==> src/rtl/bin2bcd_if.sv <==
// Handshake bundle between the binary datapath, the bin2bcd converter and the readout logic.
// The slave modport is the converter side; the master modport is the producer/consumer side.
interface bin2bcd_if #(
  parameter int BIN_W  = 16,
  parameter int DIGITS = 5
);
  logic                  in_valid;
  logic                  in_ready;
  logic [BIN_W-1:0]      bin_in;
  logic                  out_valid;
  logic                  out_ready;
  logic [4*DIGITS-1:0]   bcd_out;
  logic                  overflow;
  logic                  busy;

  modport slave (
    input  in_valid,
    input  bin_in,
    input  out_ready,
    output in_ready,
    output out_valid,
    output bcd_out,
    output overflow,
    output busy
  );

  modport master (
    output in_valid,
    output bin_in,
    output out_ready,
    input  in_ready,
    input  out_valid,
    input  bcd_out,
    input  overflow,
    input  busy
  );
endinterface

==> src/rtl/bin2bcd_conv.sv <==
// Multi-cycle binary to packed-BCD converter (shift-and-add-3), one input bit per clock.
// A word is accepted in IDLE, shifted MSB-first for BIN_W cycles, then held until consumed.
//
// state   | meaning
// --------+-----------------------------------------------------------
// S_IDLE  | waiting for a word; in_ready=1
// S_SHIFT | one double-dabble step per clock; busy=1
// S_DONE  | result held on bcd_out/overflow; out_valid=1 until taken
module bin2bcd_conv #(
  parameter int BIN_W  = 16,
  parameter int DIGITS = 5
) (
  input  logic      clk,
  input  logic      rst_n,
  bin2bcd_if.slave  bus
);

  localparam int CNT_W = $clog2(BIN_W + 1);
  localparam logic [CNT_W-1:0] LAST_STEP = CNT_W'(BIN_W - 1);

  typedef enum logic [1:0] {
    S_IDLE  = 2'd0,
    S_SHIFT = 2'd1,
    S_DONE  = 2'd2
  } state_t;

  state_t                   state_q;
  state_t                   state_d;

  logic [DIGITS-1:0][3:0]   dig_q;
  logic [DIGITS-1:0][3:0]   dig_nxt;
  logic [BIN_W-1:0]         sh_q;
  logic [CNT_W-1:0]         cnt_q;
  logic                     ovf_q;
  logic                     top_cout;

  logic                     accept;
  logic                     deliver;
  logic                     shifting;
  logic                     last_step;

  assign accept    = (state_q == S_IDLE)  && bus.in_valid;
  assign deliver   = (state_q == S_DONE)  && bus.out_ready;
  assign shifting  = (state_q == S_SHIFT);
  assign last_step = (cnt_q == LAST_STEP);

  // One shift step: add-3 correction on each digit, then a ripple shift through the chain.
  always_comb begin : shift_step
    logic       c;
    logic [3:0] adj;
    dig_nxt = '0;
    c       = sh_q[BIN_W-1];
    adj     = '0;
    for (int i = 0; i < DIGITS; i++) begin
      adj        = (dig_q[i] >= 4'd5) ? (dig_q[i] + 4'd3) : dig_q[i];
      dig_nxt[i] = {adj[2:0], c};
      c          = adj[3];
    end
    top_cout = c;
  end

  always_ff @(posedge clk or negedge rst_n) begin
    if (!rst_n) begin
      state_q <= S_IDLE;
    end else begin
      state_q <= state_d;
    end
  end

  always_comb begin
    state_d       = state_q;
    bus.in_ready  = 1'b0;
    bus.out_valid = 1'b0;
    bus.busy      = 1'b0;
    unique case (state_q)
      S_IDLE: begin
        bus.in_ready = 1'b1;
        if (bus.in_valid) begin
          state_d = S_SHIFT;
        end
      end
      S_SHIFT: begin
        bus.busy = 1'b1;
        if (last_step) begin
          state_d = S_DONE;
        end
      end
      S_DONE: begin
        bus.out_valid = 1'b1;
        if (bus.out_ready) begin
          state_d = S_IDLE;
        end
      end
      default: begin
        state_d = S_IDLE;
      end
    endcase
  end

  // Datapath: the digit chain and overflow only move on accept (clear) or a shift step.
  always_ff @(posedge clk or negedge rst_n) begin
    if (!rst_n) begin
      dig_q <= '0;
      sh_q  <= '0;
      cnt_q <= '0;
      ovf_q <= 1'b0;
    end else if (accept) begin
      dig_q <= '0;
      sh_q  <= bus.bin_in;
      cnt_q <= '0;
      ovf_q <= 1'b0;
    end else if (shifting) begin
      dig_q <= dig_nxt;
      sh_q  <= sh_q << 1;
      cnt_q <= cnt_q + 1'b1;
      ovf_q <= ovf_q | top_cout;
    end
  end

  assign bus.bcd_out  = dig_q;
  assign bus.overflow = ovf_q;

  logic unused_deliver;
  assign unused_deliver = deliver;

endmodule

==> src/flat_wrapper.sv <==
// flat-port wrapper written by rule: the top's interface ports become plain ports
module bin2bcd_conv_flat 
#(
  parameter int BIN_W  = 16,
  parameter int DIGITS = 5
)
  (clk, rst_n, bus_in_valid, bus_bin_in, bus_out_ready, bus_in_ready, bus_out_valid, bus_bcd_out, bus_overflow, bus_busy);
  bin2bcd_if #(.BIN_W(BIN_W), .DIGITS(DIGITS)) bus_i ();
  input  logic clk;
  input  logic rst_n;
  input wire logic [$bits(bus_i.in_valid)-1:0] bus_in_valid;
  input wire logic [$bits(bus_i.bin_in)-1:0] bus_bin_in;
  input wire logic [$bits(bus_i.out_ready)-1:0] bus_out_ready;
  output wire logic [$bits(bus_i.in_ready)-1:0] bus_in_ready;
  output wire logic [$bits(bus_i.out_valid)-1:0] bus_out_valid;
  output wire logic [$bits(bus_i.bcd_out)-1:0] bus_bcd_out;
  output wire logic [$bits(bus_i.overflow)-1:0] bus_overflow;
  output wire logic [$bits(bus_i.busy)-1:0] bus_busy;
  assign bus_i.in_valid = bus_in_valid;
  assign bus_i.bin_in = bus_bin_in;
  assign bus_i.out_ready = bus_out_ready;
  assign bus_in_ready = bus_i.in_ready;
  assign bus_out_valid = bus_i.out_valid;
  assign bus_bcd_out = bus_i.bcd_out;
  assign bus_overflow = bus_i.overflow;
  assign bus_busy = bus_i.busy;
  bin2bcd_conv #(.BIN_W(BIN_W), .DIGITS(DIGITS)) u_core (.clk(clk), .rst_n(rst_n), .bus(bus_i));
endmodule
==> config.mk <==
export PLATFORM = sky130hd
export DESIGN_NAME = bin2bcd_conv_flat
export DESIGN_NICKNAME = d
export VERILOG_FILES = /design/src/rtl/bin2bcd_if.sv /design/src/rtl/bin2bcd_conv.sv /design/src/flat_wrapper.sv
export SDC_FILE = /design/constraint.sdc
export NUM_CORES = 1
export LEC_CHECK = 0
export CAP_MARGIN = 20
export CORE_UTILIZATION = 51
export DETAILED_ROUTE_END_ITERATION = 10
export GPL_ROUTABILITY_DRIVEN = 0
export PLACE_DENSITY = 0.76
export SYNTH_ARGS = -nofsm -noshare
export SYNTH_HDL_FRONTEND = slang
export SYNTH_SLANG_ARGS = --single-unit
==> constraint.sdc <==
create_clock -name clk -period 1.85 [get_ports clk]
set_input_delay 0.185 -clock clk [delete_from_list [all_inputs] [get_ports clk]]
set_output_delay 0.185 -clock clk [all_outputs]
set_load 0.1 [all_outputs]
# == Word level (Yosys, flattened, before mapping) ==
# Index checks and enable logic that the tools add are counted.
# totals
out_inout_bits,24
register_bits,44
input_bits,20
# classes
muxes,20
magnitude_cmp,5
bitwise,1
addsub,6
eq_ne,6
reduce_logical,4
# op_table
op,n
two-way mux 20 bit,2
two-way mux 16 bit,2
adder 4 x 2 -> 4 bit (second input constant),5
greater-or-equal comparator 4 x 3 -> 1 bit (second input constant),5
two-way mux 4 bit,5
two-way mux 5 bit,2
two-way mux 2 bit,3
inequality test 2 bit (second input constant),3
case mux 2 bit (3 select lines),1
adder 5 x 1 -> 5 bit (second input constant),1
== test 5 x 4 -> 1 bit (second input constant),1
two-way mux 1 bit,5
AND reduction 3 bit,1
== test 2 x 1 -> 1 bit (second input constant),1
== test 2 bit (second input constant),1
logical NOT 2 bit,1
nonzero test 2 bit,1
logical AND 1 bit,1
OR 1 bit,1

# == Depth between registers and ports, before layout ==
# depth
depth_word,5
depth_mapped,7

# == Worst setup path after synthesis ==
# No wires, ideal clock.
# synth_path
path_type,register to register
from,"register u_core.dig_q, in the netlist u_core.bus.bcd_out[17]"
to,"register u_core.dig_q, in the netlist u_core.bus.bcd_out[18]"
path_stages_with_launch,7
required_time_ns,1.767
synth_period_minus_slack_ns,2.267
path_slack_ns,-0.417
path_buffers,0
t_arrival_ns,2.184
cell_sequence,dfrtp_1 > inv_1 > ha_1 > nand2b_1 > a21oi_1 > mux2_2 > o21ai_0
# synth_between
elab_chain_len,4
# synth_rtl
item,line,rtl
start: declaration,bin2bcd_conv.sv:30,logic [DIGITS-1:0][3:0] dig_q;
start signal: assignment,bin2bcd_conv.sv:113,dig_q <= dig_nxt;
adder 4 x 2 -> 4 bit or greater-or-equal comparator 4 x 3 -> 1 bit (tied branches),bin2bcd_conv.sv:55,adj = (dig_q[i] >= 4'd5) ? (dig_q[i] + 4'd3) : dig_q[i];
two-way mux 4 bit *,bin2bcd_conv.sv:55,
two-way mux 20 bit *,bin2bcd_conv.sv:112,end else if (shifting) begin
two-way mux 20 bit *,bin2bcd_conv.sv:107,end else if (accept) begin
# Every way passes the cells marked *; elsewhere a longest branch is shown, timed or not. The select of a mux whose other input is x is not followed.
# A chain may end at the register's enable or synchronous reset.

# == Final worst setup path ==
# layout_path
from,register u_core.state_q[1]
to,output port bus_busy
# layout_between
elab_chain_len,2
# layout_rtl
item,line,rtl
start: declaration,bin2bcd_conv.sv:27,state_t state_q;
start signal: assignment,bin2bcd_conv.sv:66,state_q <= state_d;
== test 2 x 1 -> 1 bit,bin2bcd_conv.sv:75,unique case (state_q)
two-way mux 1 bit,bin2bcd_conv.sv:75,
end: declaration,flat_wrapper.sv:18,output wire logic [$bits(bus_i.busy)-1:0] bus_busy;
# No other way between the ends.

==> run metrics <==
status completed; Crit-path slowest cell dfrtp_1; Seq/Total Area, Yosys 49.8%; cell family with most CP delay buffers and inverters; Synth async-reset ratio 100%; FP Rows 23; Initial Util 54.1%; root buffer cell clkbuf_8; worst slew pin tran 0.501 ns; Slew Limit Headroom 66.5%; main area contributors after synthesis dfrtp_1 50%, nand2_1 7.0%, ha_1 6.8%, a22oi_1 5.1%, o21ai_0 2.9%; Final Util 68.7%; 1st-iter DRT viols 91; drt drc 0; Max-Cap Viols 0; unrepaired setup endpoints after global routing no; Die X-Extent 67.9 µm; crit start category flop; Hold Path Class input pin to asynchronous set/reset pin; DP Wirelength 3160 µm; gr usage total 22.3%; Post-Syn Area 2210 µm²; Congestion Overflow GR 0; largest net degree at the start of global routing 30; RR Endpoint u_core.bus.bcd_out[14]; EDFF count, synth 0; final cycle utilization of the critical path 89.1%; crit path launch u_core.state_q[1]; CP Max Fanout 29; Post-Place Cell Area 2710 µm²; Avg Cell Area, Syn 10.4 µm²; Synth Flop Type dfrtp_1; cts bufs inserted 5; WL final 4470 µm; Max Transition Viols Final 0; overall die area 4600 µm²; WP data required 1.66 ns; critical path depth 4; via/cell ratio 5.57; NumNets Final 296; die height 67.9 µm; Reg2Reg Setup Slack 0.21 ns; number of distinct library cells after synthesis 32; Core Region 4090 µm²; IO Pins 44; Synth area leader dfrtp_1; Clock Sinks 44; initial antenna violation count 0; Crit. End Element output pin; area added between synthesis and finish 27.0%; #FFs+latches synth 44; worst skew pair latency 0.29 ns; Clock Tree Buf Depth 2; vias in the first global route 1732; endpoints failing setup 0; critical path endpoint bus_busy; critical path class flop to output pin; Yosys warnings 0; worst r2r path cells 6; # H-tree levels 2; DRT Pass-1 Iters 4; first-pass GRT wire length 7640 µm; Worst Path Buf+Inv 3; routed len/inst 14.2 µm; post-route cell area 2810 µm²; final antenna-violating net count 0; reg-to-reg critical path startpoint u_core.bus.bcd_out[13]; Final min period 1.65 ns; Reg clk slew, reported paths 0.08 ns; port bufs 43; Worst EP arrival 1.46 ns; Fin. Hold Viols 0; CP Cell Sequence nand2b_1 -> inv_2 -> buf_4 -> buf_12; most frequent cells in the layout 41 x nand2_1, 34 x dfrtp_1, 33 x buf_4, 18 x clkdlybuf4s50_1, 15 x a22oi_1; DR vias 1755; top cell type's share of synthesized area 49.8%; Max Clk Rate 607 MHz; Min Hold Slack 0.373 ns; clk_skew 0.00514 ns; syn_nets 244; commonest non-fill, non-tap cell in the layout nand2_1; placed cells 306; Finished Layout Cells 315; share of post-route cells with drive strength above 1 23.8%; CP peak stage delay 0.37 ns; CTS tree done; ant diodes 0; post-synthesis cell count 212
## through the flow
stage	setup TNS, ns	worst slack, ns
3_5_place_dp	-0.632	-0.0805
2_1_floorplan	-0.102	-0.102
6_report	0	0.202
4_1_cts	0	0.0875
3_3_place_gp	-0.00997	-0.00997
5_1_grt	0	0.0823
## worst reg2reg max path: cells and delay by family (launching register included)
kind                     cells  cell delay [ns]
AO/OA/AOI/OAI                2             0.34
flip-flops                   1             0.48
adder cells (fa/ha/maj)      1             0.20
buffers and inverters        1             0.12
AND/OR/NAND/NOR              1             0.06
multiplexers                 1             0.36
## flip-flops by register name (all words and copies together), names as in the netlist
register and flops:
u_core.sh_q 16, u_core.cnt_q 5, u_core.state_q 2, u_core.bus.overflow 1
u_core.bus.bcd_out 20
## metal layers
metal  global-route usage [%]  routed length, µm
met2                     36.9               2140
met5                        0                  0
met1                     29.2               2130
met3                     5.50                194
met4                     5.47                 12
## what timing repair did
item,CTS,global route
gates resized for setup,0,1
setup endpoints to repair,0,1
buffers inserted,0,0
hold endpoints to repair,19,0
hold buffers,1,0
## how the worst min path moves through the flow
| stage | from | endpoint | slack [ns] | depth (start not counted) |
|---|---|---|---|---|
| 2_1_floorplan | rst_n | u_core.bus.bcd_out[0] | -0.11 | 0 |
| 3_3_place_gp | rst_n | u_core.bus.bcd_out[9] | 0.17 | 1 |
| 3_5_place_dp | rst_n | u_core.bus.bcd_out[9] | 0.17 | 1 |
| 4_1_cts | rst_n | u_core.sh_q[2] | 0.39 | 2 |
| 5_1_grt | rst_n | u_core.sh_q[3] | 0.42 | 2 |
| 6_report | rst_n | u_core.bus.bcd_out[9] | 0.37 | 2 |
## layout make-up
class                           count  area (µm²)
Clock buffer                        8        90.1
Fill cell                         343        1280
Inverter                           13        48.8
Multi-Input combinational cell    144         986
Sequential cell                    44        1120
Tap cell                           50        62.6
Timing Repair Buffer               56         503
## cell families after synthesis
| logic type | Yosys count | share of synthesized area (%) |
|---|---|---|
| and+or+nand+nor | 60 | 12.8 |
| AOI/OAI and AO/OA | 57 | 18.2 |
| DFF | 44 | 49.8 |
| buffers and inverters | 24 | 6.00 |
| adders and majority gates | 12 | 6.79 |
| xor gates and xnor gates | 10 | 3.96 |
| muxes | 5 | 2.43 |
## cells in the mapped netlist, types with 2 or more instances
| master | instances |
|---|---|
| buf_2 | 6 |
| xor2_1 | 5 |
| o22ai_1 | 5 |
| nand2_1 | 41 |
| xnor2_1 | 5 |
| mux2i_1 | 2 |
| o32ai_1 | 4 |
| a21oi_1 | 5 |
| mux2_2 | 3 |
| buf_6 | 2 |
| nand2b_1 | 6 |
| nand3_1 | 5 |
| a22oi_1 | 15 |
| dfrtp_1 | 44 |
| o31ai_1 | 6 |
| inv_1 | 12 |
| a32o_1 | 5 |
| nor2_1 | 2 |
| a22o_1 | 3 |
| o21ai_0 | 13 |
| ha_1 | 12 |
Power is left out: the tool's default activity adds up to more than one toggle a clock period on the data nets, which glitch-free logic cannot reach.
